$ cat config.mk
export PLATFORM = sky130hd
export DESIGN_NAME = spi_dac_reg_arbiter
export DESIGN_NICKNAME = d
export VERILOG_FILES = /design/src/rtl/spi_arb_pkg.sv /design/src/rtl/spi_arb_delay_cnt.sv /design/src/rtl/spi_dac_reg_arbiter.sv
export SDC_FILE = /design/constraint.sdc
export NUM_CORES = 1
export LEC_CHECK = 0
export CAP_MARGIN = 30
export CORE_MARGIN = 2
export CORE_UTILIZATION = 40
export CTS_BUF_LIST = sky130_fd_sc_hd__clkbuf_2
export DETAILED_ROUTE_END_ITERATION = 16
export PLACE_DENSITY = 0.8
export SETUP_SLACK_MARGIN = 0.4
export SYNTH_ARGS = -nofsm -noshare
export SYNTH_HDL_FRONTEND = slang
export SYNTH_SLANG_ARGS = --single-unit
$ cat constraint.sdc
create_clock -name clk -period 2.19 [get_ports clk]
set_input_delay 0.438 -clock clk [delete_from_list [all_inputs] [get_ports clk]]
set_output_delay 0.438 -clock clk [all_outputs]
set_load 0.01 [all_outputs]
$ cat src/rtl/spi_arb_pkg.sv
// Shared definitions for the DAC/register SPI arbiter: chip-select codes,
// grant encoding, FSM state encoding and the delay-counter load helper.
package spi_arb_pkg;

    // Active-low chip-select codes on cs_dac_reg
    localparam logic [1:0] CS_NONE = 2'b11;
    localparam logic [1:0] CS_DAC  = 2'b01;
    localparam logic [1:0] CS_REG  = 2'b10;

    // Grant encoding, also used for last_grant
    localparam logic GRANT_DAC = 1'b0;
    localparam logic GRANT_REG = 1'b1;

    // Width of the setup/hold/gap delay counter
    localparam int CNT_W = 4;

    typedef enum logic [2:0] {
        ST_IDLE  = 3'd0,
        ST_SETUP = 3'd1,
        ST_START = 3'd2,
        ST_WAIT  = 3'd3,
        ST_HOLD  = 3'd4,
        ST_GAP   = 3'd5
    } state_t;

    // HOLD and GAP leave on the zero flag, so a span of N cycles loads N-1.
    // A span of 0 still costs the one cycle spent in the state.
    function automatic logic [CNT_W-1:0] span_load(input int cycles);
        if (cycles <= 1) return '0;
        else             return CNT_W'(cycles - 1);
    endfunction

endpackage

$ cat src/rtl/spi_arb_delay_cnt.sv
// Loadable 4-bit down-counter with a zero flag; shared by the setup, hold
// and gap phases of the arbiter (only one phase is ever active).
import spi_arb_pkg::*;

module spi_arb_delay_cnt (
    input  logic             clk,
    input  logic             rst,
    input  logic             load,
    input  logic [CNT_W-1:0] load_val,
    input  logic             dec,
    output logic             zero
);

    logic [CNT_W-1:0] cnt;

    // Load has priority; decrement stops at zero
    always_ff @(posedge clk or posedge rst) begin
        if (rst)                     cnt <= '0;
        else if (load)               cnt <= load_val;
        else if (dec && cnt != '0)   cnt <= cnt - CNT_W'(1);
    end

    assign zero = (cnt == '0);

endmodule

$ cat src/rtl/spi_dac_reg_arbiter.sv
// Arbiter sharing one SPI master between the DAC sample path and the
// range/key register writer. Round-robin on ties, CS setup/hold/gap timing,
// all outputs registered.
// Optional watchdog on the WAIT state: define SPI_ARB_TIMEOUT_EN.
import spi_arb_pkg::*;

module spi_dac_reg_arbiter #(
    parameter int DATA_WIDTH     = 8,
    parameter int CS_SETUP       = 1,
    parameter int CS_HOLD        = 1,
    parameter int CS_GAP         = 1,
    parameter int TIMEOUT_CYCLES = 255
) (
    input  logic                  clk,
    input  logic                  rst,
    input  logic                  dac_req,
    input  logic [DATA_WIDTH-1:0] dac_data,
    output logic                  dac_ack,
    input  logic                  reg_req,
    input  logic [DATA_WIDTH-1:0] reg_data,
    output logic                  reg_ack,
    output logic                  spi_start,
    output logic [DATA_WIDTH-1:0] spi_data_out,
    input  logic                  spi_busy,
    input  logic                  spi_new_data,
    output logic [1:0]            cs_dac_reg,
    output logic                  timeout
);

    state_t                state, state_nxt;
    logic                  grant, grant_nxt;
    logic                  last_grant, last_grant_nxt;
    logic [DATA_WIDTH-1:0] data_nxt;
    logic [1:0]            cs_nxt;
    logic                  start_nxt, dac_ack_nxt, reg_ack_nxt;
    logic                  pick;

    logic                  cnt_load, cnt_dec, cnt_zero;
    logic [CNT_W-1:0]      cnt_val;

`ifdef SPI_ARB_TIMEOUT_EN
    localparam int WD_W = $clog2(TIMEOUT_CYCLES + 1);
    logic [WD_W-1:0] wd_cnt;
    logic            wd_expired;
    logic            to_nxt;

    // Watchdog counts cycles spent in WAIT and saturates at the limit
    always_ff @(posedge clk or posedge rst) begin
        if (rst)                                  wd_cnt <= '0;
        else if (state != ST_WAIT)                wd_cnt <= '0;
        else if (wd_cnt != WD_W'(TIMEOUT_CYCLES)) wd_cnt <= wd_cnt + WD_W'(1);
    end

    // Last WAIT cycle before expiry; timeout pulses on the following cycle
    assign wd_expired = (wd_cnt == WD_W'(TIMEOUT_CYCLES - 1));

    // Registered one-cycle timeout pulse
    always_ff @(posedge clk or posedge rst) begin
        if (rst) timeout <= 1'b0;
        else     timeout <= to_nxt;
    end
`else
    assign timeout = 1'b0;
`endif

    spi_arb_delay_cnt u_dly (
        .clk      (clk),
        .rst      (rst),
        .load     (cnt_load),
        .load_val (cnt_val),
        .dec      (cnt_dec),
        .zero     (cnt_zero)
    );

    // State register and registered outputs
    always_ff @(posedge clk or posedge rst) begin
        if (rst) begin
            state        <= ST_IDLE;
            grant        <= GRANT_DAC;
            last_grant   <= GRANT_REG;
            spi_data_out <= '0;
            cs_dac_reg   <= CS_NONE;
            spi_start    <= 1'b0;
            dac_ack      <= 1'b0;
            reg_ack      <= 1'b0;
        end else begin
            state        <= state_nxt;
            grant        <= grant_nxt;
            last_grant   <= last_grant_nxt;
            spi_data_out <= data_nxt;
            cs_dac_reg   <= cs_nxt;
            spi_start    <= start_nxt;
            dac_ack      <= dac_ack_nxt;
            reg_ack      <= reg_ack_nxt;
        end
    end

    // Next-state, next-output and delay-counter control
    always_comb begin
        state_nxt      = state;
        grant_nxt      = grant;
        last_grant_nxt = last_grant;
        data_nxt       = spi_data_out;
        cs_nxt         = cs_dac_reg;
        start_nxt      = 1'b0;
        dac_ack_nxt    = 1'b0;
        reg_ack_nxt    = 1'b0;
        cnt_load       = 1'b0;
        cnt_dec        = 1'b0;
        cnt_val        = '0;
        pick           = GRANT_DAC;
`ifdef SPI_ARB_TIMEOUT_EN
        to_nxt         = 1'b0;
`endif
        unique case (state)
            ST_IDLE: begin
                if (!spi_busy && (dac_req || reg_req)) begin
                    // Tie goes to whoever was not served last
                    if (dac_req && reg_req) pick = ~last_grant;
                    else                    pick = reg_req ? GRANT_REG : GRANT_DAC;
                    grant_nxt      = pick;
                    last_grant_nxt = pick;
                    data_nxt       = (pick == GRANT_REG) ? reg_data : dac_data;
                    cs_nxt         = (pick == GRANT_REG) ? CS_REG : CS_DAC;
                    cnt_load       = 1'b1;
                    cnt_val        = CNT_W'(CS_SETUP);
                    state_nxt      = ST_SETUP;
                end
            end
            ST_SETUP: begin
                if (cnt_zero) begin
                    start_nxt = 1'b1;
                    state_nxt = ST_START;
                end else begin
                    cnt_dec = 1'b1;
                end
            end
            ST_START: begin
                state_nxt = ST_WAIT;
            end
            ST_WAIT: begin
                if (spi_new_data) begin
                    dac_ack_nxt = (grant == GRANT_DAC);
                    reg_ack_nxt = (grant == GRANT_REG);
                    cnt_load    = 1'b1;
                    cnt_val     = span_load(CS_HOLD);
                    state_nxt   = ST_HOLD;
                end
`ifdef SPI_ARB_TIMEOUT_EN
                else if (wd_expired) begin
                    // Abandon the transfer without an ack; last_grant already moved on
                    to_nxt    = 1'b1;
                    cs_nxt    = CS_NONE;
                    cnt_load  = 1'b1;
                    cnt_val   = span_load(CS_GAP);
                    state_nxt = ST_GAP;
                end
`endif
            end
            ST_HOLD: begin
                if (cnt_zero) begin
                    cs_nxt    = CS_NONE;
                    cnt_load  = 1'b1;
                    cnt_val   = span_load(CS_GAP);
                    state_nxt = ST_GAP;
                end else begin
                    cnt_dec = 1'b1;
                end
            end
            ST_GAP: begin
                if (cnt_zero) state_nxt = ST_IDLE;
                else          cnt_dec   = 1'b1;
            end
            default: begin
                cs_nxt    = CS_NONE;
                state_nxt = ST_IDLE;
            end
        endcase
    end

endmodule

==> Flow_metrics.wiki <==
{| class="wikitable"
! Metric !! Value
|-
| Register area || 554 µm²
|-
| Run status || complete, no violations
|-
| Post-synthesis sequential element count || 22
|-
| Die extent in x || 58.3 µm
|-
| Overflow left after global routing || 0
|-
| Final setup TNS || 0 ns
|-
| CTS Sinks || 22
|-
| Worst EP required || 2.41 ns
|-
| Mux cell area share after synthesis || 0.153
|-
| Initial core utilization || 0.423
|-
| Hold buffers post-CTS || 0
|-
| Type of the worst setup path || in2reg
|-
| Count of warnings emitted by yosys || 0
|-
| Number of antenna violations at the first check in global routing || 0
|-
| Overall power consumption || 1.90 mW
|-
| Maximum vdd drop || 0.665 mV
|-
| Total GRT Usage || 0.162
|-
| Post-Route Skew || 0.00308 ns
|-
| CTS buffer count || 3
|-
| Multi-input gate area || 552 µm²
|-
| Wire length per cell after detailed routing || 14.2 µm
|-
| Post-synth cell types || 40
|-
| First-pass iteration count of the detailed router || 4
|-
| Worst-margin pin slew || 0.552 ns
|-
| Deepest clock path buffer count || 2
|-
| Die Y || 58.3 µm
|-
| Number of nets still failing antenna checks after routing || 0
|-
| Arithmetic-cell share of the synthesized area counting full adders, half adders and majority gates || 0.0213
|-
| Most area-hungry cell type in the Yosys netlist || sky130_fd_sc_hd__dfrtp_1
|-
| Met3 Use GR || 0.0268
|-
| Period utilisation layout || 0.797
|-
| Maximum number of pins on one net before global-route repair || 23
|-
| Via count || 928
|-
| Max Fclk || 573 MHz
|-
| Top reg by flops || spi_data_out
|-
| Share of the synthesized area in the top cell type || 0.404
|-
| Largest family of logic cells by synthesized area || compound AO/OA/AOI/OAI gates
|-
| Met1 global-route usage || 0.205
|-
| Net total in the final layout || 165
|-
| Flip-flop count of the largest register, all copies and words added || 8
|-
| Regs by FF count || spi_data_out x8, u_dly.cnt x4, state x3
|-
| Critical path launch point type || input port
|-
| Leakage component of the power || 0.677 nW
|-
| Remaining routing DRC violations || 0
|-
| RD Place Congestion || 0.712
|-
| Count of standard-cell rows || 19
|-
| Share of post-route cells with drive strength above 1 || 0.257
|-
| Sequential cell area fraction in the yosys report || 0.471
|-
| Arrival time of data at the critical path endpoint || 1.97 ns
|-
| Maximum capacitance violations || 0
|-
| Xor-xnor portion of the synthesized cell area || 0
|-
| Via count normalized by instance count || 5.43
|-
| Unrepaired setup endpoints after global routing || false
|-
| Total of endpoints with negative setup slack in the final report || 0
|-
| Kind of capture point of the worst setup path || flip-flop
|-
| Post-Syn Area || 0.00118 mm²
|-
| Met2 global-route usage || 0.282
|-
| Post-Synth Simple-Gate Area || 0.114
|-
| Max transition margin || 0.628
|-
| Routing layer with the top usage in global route || met2
|-
| Count of flip-flops with a built-in enable after synthesis || 0
|-
| Pins over their slew limit || 0
|-
| Number of placed I/O pins || 36
|-
| Total Routed Length || 2.42 mm
|-
| Maximum fanout encountered on the critical timing path || 8
|-
| Number of filler cells placed in the layout || 239
|-
| Final critical delay including setup and external delays || 1.75 ns
|-
| DIE AREA || 0.00339 mm²
|-
| Depth of the CTS H-tree || 1
|-
| Post-synthesis net count || 124
|-
| Critical path launch point || reg_req
|-
| Ranking of synthesized cells by area || sky130_fd_sc_hd__dfrtp_1, sky130_fd_sc_hd__mux2_2, sky130_fd_sc_hd__dfstp_2, sky130_fd_sc_hd__mux2_1, sky130_fd_sc_hd__clkbuf_8
|-
| CTS clock-pin slew for the worst setup and hold paths || 0.20 ns
|-
| Clock root buffer || sky130_fd_sc_hd__clkbuf_2
|-
| Area fraction in compound gates after synthesis || 0.159
|-
| Top cells by instance count after synthesis || sky130_fd_sc_hd__dfrtp_1, sky130_fd_sc_hd__mux2_2, sky130_fd_sc_hd__inv_1
|-
| Vias in the first global route || 943
|-
| Source-to-sink clock delay at the later pin of the worst-skew pair || 0.31 ns
|-
| Average cell area after synthesis || 11.8 µm²
|-
| Main flop type after synthesis || sky130_fd_sc_hd__dfrtp_1
|-
| FFs w/ async S/R, synth || 1.00
|-
| Total inserted antenna cells || 0
|-
| Starting DRC count in detailed routing || 11
|-
| Final hold violation count || 0
|-
| Hold Crit Class || in2async
|-
| R2R Setup Slk || 0.47 ns
|-
| CTS tree || built
|-
| Instance count of the mapped netlist || 100
|-
| Reg2Reg Launch Point || u_dly.cnt[0]$_DFFE_PP0P_
|-
| Most instantiated library cell after synthesis || sky130_fd_sc_hd__dfrtp_1
|-
| Power density over the cells || 1190 mW/mm²
|-
| PortBufs || 34
|-
| HPWL Detailed || 1.83 mm
|-
| Global-route wire length before repair || 4.19 mm
|-
| Signed area change from the synthesized netlist to the final layout || 34.9%
|-
| Std-Cell Core Area || 0.00278 mm²
|}
## path summary, 6_finish.rpt
| path | endpoint | cells after the start |
|---|---|---|
| max | spi_data_out[0]$_DFFE_PP0P_ | 5 |
| max in group asynchronous | cs_dac_reg[1]$_DFFE_PP1P_ | 3 |
| min reg2reg | dac_ack$_DFF_PP0_ | 1 |
| min | spi_data_out[0]$_DFFE_PP0P_ | 3 |
| min in group clk | dac_ack$_DFF_PP0_ | 1 |
| max reg2reg | u_dly.cnt[3]$_DFFE_PP0P_ | 4 |
## report_power, final
group          switching [mW]  total, mW  internal, mW
sequential              0.152      0.750         0.598
combinational           0.423      0.985         0.562
clock                   0.120      0.160        0.0397
total                   0.695       1.90          1.20
## layer usage
layer,wire [µm],part of all wire,vias up
met5,0,0,-
met4,17,0.0070,0
met3,119,0.049,2
met2,1220,0.50,30
met1,1070,0.44,462
li1,-,-,434
## through the flow
stage | std cells | setup slack (ns) | utilization | hold slack (ns) | area (µm²)
final | 171 | 0.445 | 0.571 | 0.434 | 1590
after CTS | 168 | 0.327 | 0.554 | 0.436 | 1540
after detailed placement | 162 | 0.0864 | 0.543 | 0.429 | 1510
after global routing | 171 | 0.418 | 0.571 | 0.439 | 1590
after floorplan | 100 | 0.524 | - | 0.403 | 1180
after global placement | 162 | 0.126 | 0.543 | 0.424 | 1510
## cell type report
cell class | instances | area share
well taps | 31 | 0.0244
clock buffers | 3 | 0.00946
inverters | 6 | 0.0142
multi-input cells | 66 | 0.348
flip-flops and latches | 22 | 0.349
clock inverters | 1 | 0.00236
repair buffers | 42 | 0.253
## worst max-delay path: stages
cell and delay (ns):
sky130_fd_sc_hd__clkdlybuf4s50_1 0.49, sky130_fd_sc_hd__a21boi_2 0.21, sky130_fd_sc_hd__buf_4 0.19, sky130_fd_sc_hd__mux2_2 0.34, sky130_fd_sc_hd__mux2_1 0.30
## kinds of logic after synthesis
logic type / count (synthesis)
compound gates: 25
flops: 22
other cells: 1
buf+inv: 12
simple gates: 22
fa+ha+maj: 2
mux: 16
## placed cells by master, fill, tap and decap left out, types with 2 or more instances in the layout
cell / netlist / layout
sky130_fd_sc_hd__inv_1: 6 / 5
sky130_fd_sc_hd__dfrtp_1: 19 / 19
sky130_fd_sc_hd__a22oi_1: 2 / 2
sky130_fd_sc_hd__buf_4: 1 / 8
sky130_fd_sc_hd__nand2_1: 4 / 4
sky130_fd_sc_hd__mux2_1: 5 / 5
sky130_fd_sc_hd__mux2_2: 11 / 11
sky130_fd_sc_hd__clkdlybuf4s50_1: 0 / 32
sky130_fd_sc_hd__nor2_1: 4 / 4
sky130_fd_sc_hd__o21bai_1: 3 / 3
sky130_fd_sc_hd__a21oi_1: 3 / 3
sky130_fd_sc_hd__a211oi_2: 1 / 2
sky130_fd_sc_hd__dfstp_2: 3 / 3
sky130_fd_sc_hd__nand2b_1: 2 / 2
sky130_fd_sc_hd__or4_4: 1 / 2
sky130_fd_sc_hd__clkbuf_2: 0 / 3
sky130_fd_sc_hd__or3_1: 3 / 3
sky130_fd_sc_hd__o21ai_0: 4 / 4
sky130_fd_sc_hd__o21ai_1: 2 / 2
## timing repair
item                       4_1_cts  5_1_grt
pin swaps                        1        3
setup endpoints to repair        3        3
setup buffers                    2        3
resized for setup                1        6
No activity file was read; power rests on OpenSTA's default activity.
